`src/rtl/compare_serial.sv`:
```
// Sequential magnitude comparator: walks two WIDTH-bit operands MSB-first,
// CHUNK bits per clock, stopping at the first differing chunk.
module compare_serial #(
  parameter int WIDTH = 32,
  parameter int CHUNK = 8,
  localparam int NCHUNK = WIDTH / CHUNK,
  localparam int CW = $clog2(NCHUNK + 1)
) (
  input  logic             clk,
  input  logic             rst,
  input  logic             start,
  input  logic             signed_mode,
  input  logic [WIDTH-1:0] operand_a,
  input  logic [WIDTH-1:0] operand_b,
  output logic             busy,
  output logic             done,
  output logic             ga,
  output logic             eq,
  output logic             la,
  output logic [CW-1:0]    cycles
);

  localparam int IW = (NCHUNK > 1) ? $clog2(NCHUNK) : 1;
  localparam logic [IW-1:0] TOP_IDX = IW'(NCHUNK - 1);
  localparam logic [CHUNK-1:0] MSB_MASK = CHUNK'(1) << (CHUNK - 1);

  if ((CHUNK < 1) || (WIDTH % CHUNK != 0)) begin : g_bad_params
    $error("compare_serial: WIDTH must be a non-zero multiple of CHUNK");
  end

  typedef enum logic [1:0] {
    S_IDLE = 2'd0,
    S_CMP  = 2'd1,
    S_DONE = 2'd2
  } state_e;

  state_e           state_q, state_d;
  logic [WIDTH-1:0] a_q, a_d, b_q, b_d;
  logic             smode_q, smode_d;
  logic [IW-1:0]    idx_q, idx_d;
  logic             ga_q, ga_d, eq_q, eq_d, la_q, la_d;
  logic [CW-1:0]    cycles_q, cycles_d;

  logic [WIDTH-1:0] a_sh, b_sh;
  logic [CHUNK-1:0] chunk_a, chunk_b;
  logic             flip_msb, chunk_ne, accept;

  // Handshake: start is sampled on a rising edge only while busy=0 (IDLE or
  // DONE); busy stays high until the result lands, then done pulses for one
  // cycle with ga/eq/la/cycles already valid and held until the next done.
  assign accept = start && (state_q != S_CMP);

  // Flipping the top chunk's MSB maps two's-complement order onto unsigned order.
  assign a_sh     = a_q >> (idx_q * CHUNK);
  assign b_sh     = b_q >> (idx_q * CHUNK);
  assign flip_msb = smode_q && (idx_q == TOP_IDX);
  assign chunk_a  = a_sh[CHUNK-1:0] ^ (flip_msb ? MSB_MASK : '0);
  assign chunk_b  = b_sh[CHUNK-1:0] ^ (flip_msb ? MSB_MASK : '0);
  assign chunk_ne = (chunk_a != chunk_b);

  always_ff @(posedge clk or posedge rst) begin
    if (rst) begin
      state_q  <= S_IDLE;
      a_q      <= '0;
      b_q      <= '0;
      smode_q  <= 1'b0;
      idx_q    <= '0;
      ga_q     <= 1'b0;
      eq_q     <= 1'b0;
      la_q     <= 1'b0;
      cycles_q <= '0;
    end else begin
      state_q  <= state_d;
      a_q      <= a_d;
      b_q      <= b_d;
      smode_q  <= smode_d;
      idx_q    <= idx_d;
      ga_q     <= ga_d;
      eq_q     <= eq_d;
      la_q     <= la_d;
      cycles_q <= cycles_d;
    end
  end

  always_comb begin
    state_d = state_q;
    case (state_q)
      S_IDLE:  if (start) state_d = S_CMP;
      S_CMP:   if (chunk_ne || (idx_q == '0)) state_d = S_DONE;
      S_DONE:  state_d = start ? S_CMP : S_IDLE;
      default: state_d = S_IDLE;
    endcase
  end

  always_comb begin
    a_d      = a_q;
    b_d      = b_q;
    smode_d  = smode_q;
    idx_d    = idx_q;
    ga_d     = ga_q;
    eq_d     = eq_q;
    la_d     = la_q;
    cycles_d = cycles_q;
    if (accept) begin
      a_d     = operand_a;
      b_d     = operand_b;
      smode_d = signed_mode;
      idx_d   = TOP_IDX;
    end else if (state_q == S_CMP) begin
      if (chunk_ne) begin
        ga_d     = (chunk_a > chunk_b);
        la_d     = (chunk_a < chunk_b);
        eq_d     = 1'b0;
        cycles_d = CW'(NCHUNK - int'(idx_q));
      end else if (idx_q == '0) begin
        ga_d     = 1'b0;
        la_d     = 1'b0;
        eq_d     = 1'b1;
        cycles_d = CW'(NCHUNK);
      end else begin
        idx_d = idx_q - IW'(1);
      end
    end
  end

  always_comb begin
    busy   = (state_q == S_CMP);
    done   = (state_q == S_DONE);
    ga     = ga_q;
    eq     = eq_q;
    la     = la_q;
    cycles = cycles_q;
  end

endmodule

```
`config.mk`:
```
export PLATFORM = sky130hd
export DESIGN_NAME = compare_serial
export DESIGN_NICKNAME = d
export VERILOG_FILES = /design/src/rtl/compare_serial.sv
export SDC_FILE = /design/constraint.sdc
export NUM_CORES = 1
export LEC_CHECK = 0
export CORE_MARGIN = 5
export CORE_UTILIZATION = 48
export CTS_BUF_LIST = sky130_fd_sc_hd__clkbuf_2 sky130_fd_sc_hd__clkbuf_4 sky130_fd_sc_hd__clkbuf_8
export DETAILED_ROUTE_END_ITERATION = 16
export PLACE_DENSITY = 0.78
export SYNTH_ARGS = -nofsm -noshare
export SYNTH_HDL_FRONTEND = slang
export SYNTH_SLANG_ARGS = --single-unit
```
`constraint.sdc`:
```
create_clock -name clk -period 6.4 [get_ports clk]
set_clock_uncertainty 0.15 [all_clocks]
set_input_delay 1.92 -clock clk [delete_from_list [all_inputs] [get_ports clk]]
set_output_delay 1.92 -clock clk [all_outputs]
set_load 0.02 [all_outputs]
```
==> results.json <==
{
  "leakage_nw": 2.06,
  "drv_slew": 0,
  "cts_resized": 0,
  "finalHoldWorstSlack_ns": 0.340,
  "syn_avg_cell_area_um2": 15.7,
  "first_pass_iters": 4,
  "cts_buffer_depth": 2,
  "hp-start": "cycles[2]$_DFFE_PP0P_",
  "startpoint_type": "flop",
  "cap_violations": 0,
  "drt_first_iter_violations": 75,
  "max_slew_margin_pct": 31.4,
  "clk_pin_slew_ns": 0.08,
  "slowest_stage": "clkdlybuf4s50_1",
  "setup.worst_path.start": "state_q[1]$_DFFE_PP0P_",
  "die_width_um": 96.7,
  "synthAdderAreaFrac_pct": 3.47,
  "grt_pass1_wl_mm": 11.6,
  "fin_crit_sh_pct": 58.2,
  "synth_cell_types": 30,
  "crit_buf_inv": 2,
  "die_area_um2": 9350,
  "layout_common_cells": "dfrtp_1, clkdlybuf4s50_1, mux2_2",
  "cts_tree": "built",
  "finalPower_mw": 1.29,
  "start_util_pct": 49.5,
  "max_freq_mhz": 268,
  "critPathMaxFanout": 5,
  "antenna_found_initial": 0,
  "worstReg2RegStart": "idx_q[0]$_DFFE_PP0P_",
  "crit_chain": "nand2b_4, inv_2, clkdlybuf4s50_1",
  "fin_tns_setup_ns": 0,
  "postCtsHoldBufs": 0,
  "vias": 2101,
  "worst_pin_slew_ns": 1.03,
  "synth_area_um2": 3610,
  "min_to": "cycles[2]$_DFFE_PP0P_",
  "finalHoldViolations": 0,
  "synth_mux_area_share_pct": 33.2,
  "rrSetupSlack_ns": 3.17,
  "syn_to_final_growth_pct": 28.6,
  "place_congestion": 0.910,
  "num_io_pins": 76,
  "wl_per_cell_um": 16.7,
  "h-tree-depth": 3,
  "cp.arrival_ns": 1.66,
  "drive_above_1_share_pct": 34.3,
  "yosysWarnings": 0,
  "viasPerCell": 5.11,
  "grt_max_degree": 68,
  "synth_nets": 308,
  "vdd_drop_max_mv": 0.120,
  "grt_overflow_total": 0,
  "fill_cells": 576,
  "cts.sinks": 75,
  "antennaDiodeCount": 0,
  "post_cts_buffers": 0,
  "numCtsBuffers": 9,
  "synth_top_family_by_area": "multiplexers",
  "port-buffer-count": 75,
  "fp.coreArea_um2": 7290,
  "drc": 0,
  "cpLargestDelayFamily": "buffers and inverters",
  "worstSetupEndpointType": "primary output",
  "ant_nets": 0,
  "critPathKind": "reg -> out",
  "required_ns": 4.33,
  "synth-simple-area-share_pct": 4.06,
  "hold_depth": 2,
  "r2r-end": "idx_q[0]$_DFFE_PP0P_",
  "grt_usage_pct": 15.6,
  "power_density_nw_per_um2": 279,
  "final_util_pct": 63.6,
  "nNetsFinal": 385,
  "wirelength_mm": 6.88,
  "dpl.hpwl_mm": 4.87,
  "cpPeakStageDelay_ns": 0.61,
  "fp-row-count": 31,
  "outcome": "finished, final reports clean",
  "grt_pass1_vias": 2336,
  "synth_xor_area_share_pct": 0.729,
  "synth_compound_area_share_pct": 2.67,
  "yosys_register_bits": 75,
  "hold_class": "reg -> reg",
  "clock_latency_ns": 0.35,
  "worstRegToRegCells": 8,
  "cts_root_buf": "clkbuf_8",
  "period_minus_slack_ns": 3.73,
  "dieHeight_um": 96.7,
  "seq_area_frac_synth_pct": 52.0,
  "setup_viol": 0,
  "syn_inst": 230,
  "rsz0062_at_grt": "false"
}
worst reg2reg max path: cells and delay by family, from the launching register on:
family	cells	cell delay, ns
xor gates and xnor gates	2	0.33
adders and majority gates	1	0.35
buffers and inverters	1	0.34
DFF	1	0.75
muxes	1	0.55
and+or+nand+nor	3	0.62
synth_stat cells:
library cell	number	area share, %
buf_2	5	0.69
nor4_4	1	0.59
mux2_4	28	12
nand3_1	3	0.42
ha_1	10	3.5
nand2_1	7	0.73
mux4_2	16	10
o21ai_0	3	0.42
buf_6	5	1.6
nor2b_1	2	0.35
o21ai_2	1	0.24
nand4_4	1	0.59
nand2_2	2	0.35
buf_4	1	0.21
xor2_1	1	0.24
dfrtp_1	75	52
mux2_2	37	12
a2111oi_0	1	0.24
a21oi_1	5	0.69
a21o_1	1	0.21
a211o_1	1	0.24
and3_1	1	0.17
o31ai_1	1	0.21
nand2b_4	1	0.38
nor2_1	3	0.31
inv_1	12	1.2
inv_2	1	0.10
nand4_1	1	0.17
xnor2_1	2	0.49
o211ai_1	2	0.42
metal layers:
layer	vias to the layer above	track usage (%)	wire length (um)
li1	986	-	-
met1	1051	19.1	2950
met2	50	24.9	3410
met3	14	5.68	354
met4	0	6.48	156
met5	-	0	0
cells by family after synthesis:
kind of cell | count (synthesis)
flops | 75
fa+ha+maj | 10
compound gates | 15
simple gates | 22
buf+inv | 24
xor+xnor | 3
mux | 81
flip-flops by register name, indices dropped and copies added (netlist names):
register  cells
b_q          32
state_q       2
ga            1
smode_q       1
la            1
a_q          32
cycles        3
eq            1
idx_q         2
power breakdown:
part           leakage [nW]  total [mW]  internal [mW]  switching, mW
clock                 0.117       0.410          0.239          0.171
sequential            0.880       0.586          0.547         0.0394
combinational          1.07       0.296          0.184          0.112
total                  2.06        1.29          0.970          0.322
worst max path at each step:
stage / endpoint / cells after the start / slack, ns
final: busy / 3 / 2.67
after global routing: busy / 3 / 2.60
after CTS: busy / 3 / 2.65
after detailed placement: a_q[4]$_DFFE_PP0P_ / 3 / 2.49
after global placement: a_q[31]$_DFFE_PP0P_ / 3 / 2.54
after floorplan: a_q[0]$_DFFE_PP0P_ / 1 / 2.42
layout make-up:
class / instances / area, um^2 / area share (%)
clock buffers: 12 / 153 / 3.29
clock inverters: 4 / 73.8 / 1.59
multi-input cells: 131 / 1600 / 34.4
inverters: 13 / 48.8 / 1.05
repair buffers: 77 / 766 / 16.5
flip-flops and latches: 75 / 1880 / 40.5
well taps: 99 / 124 / 2.67
through the flow:
stage / instance area [um^2] / worst slack [ns] / cells
6_report: 4640 / 2.67 / 411
5_1_grt: 4640 / 2.60 / 411
4_1_cts: 4640 / 2.65 / 411
3_5_place_dp: 4410 / 2.49 / 395
3_3_place_gp: 4410 / 2.54 / 395
2_1_floorplan: 3610 / 2.42 / 230
Note: power is estimated with default switching activity, not from simulation.
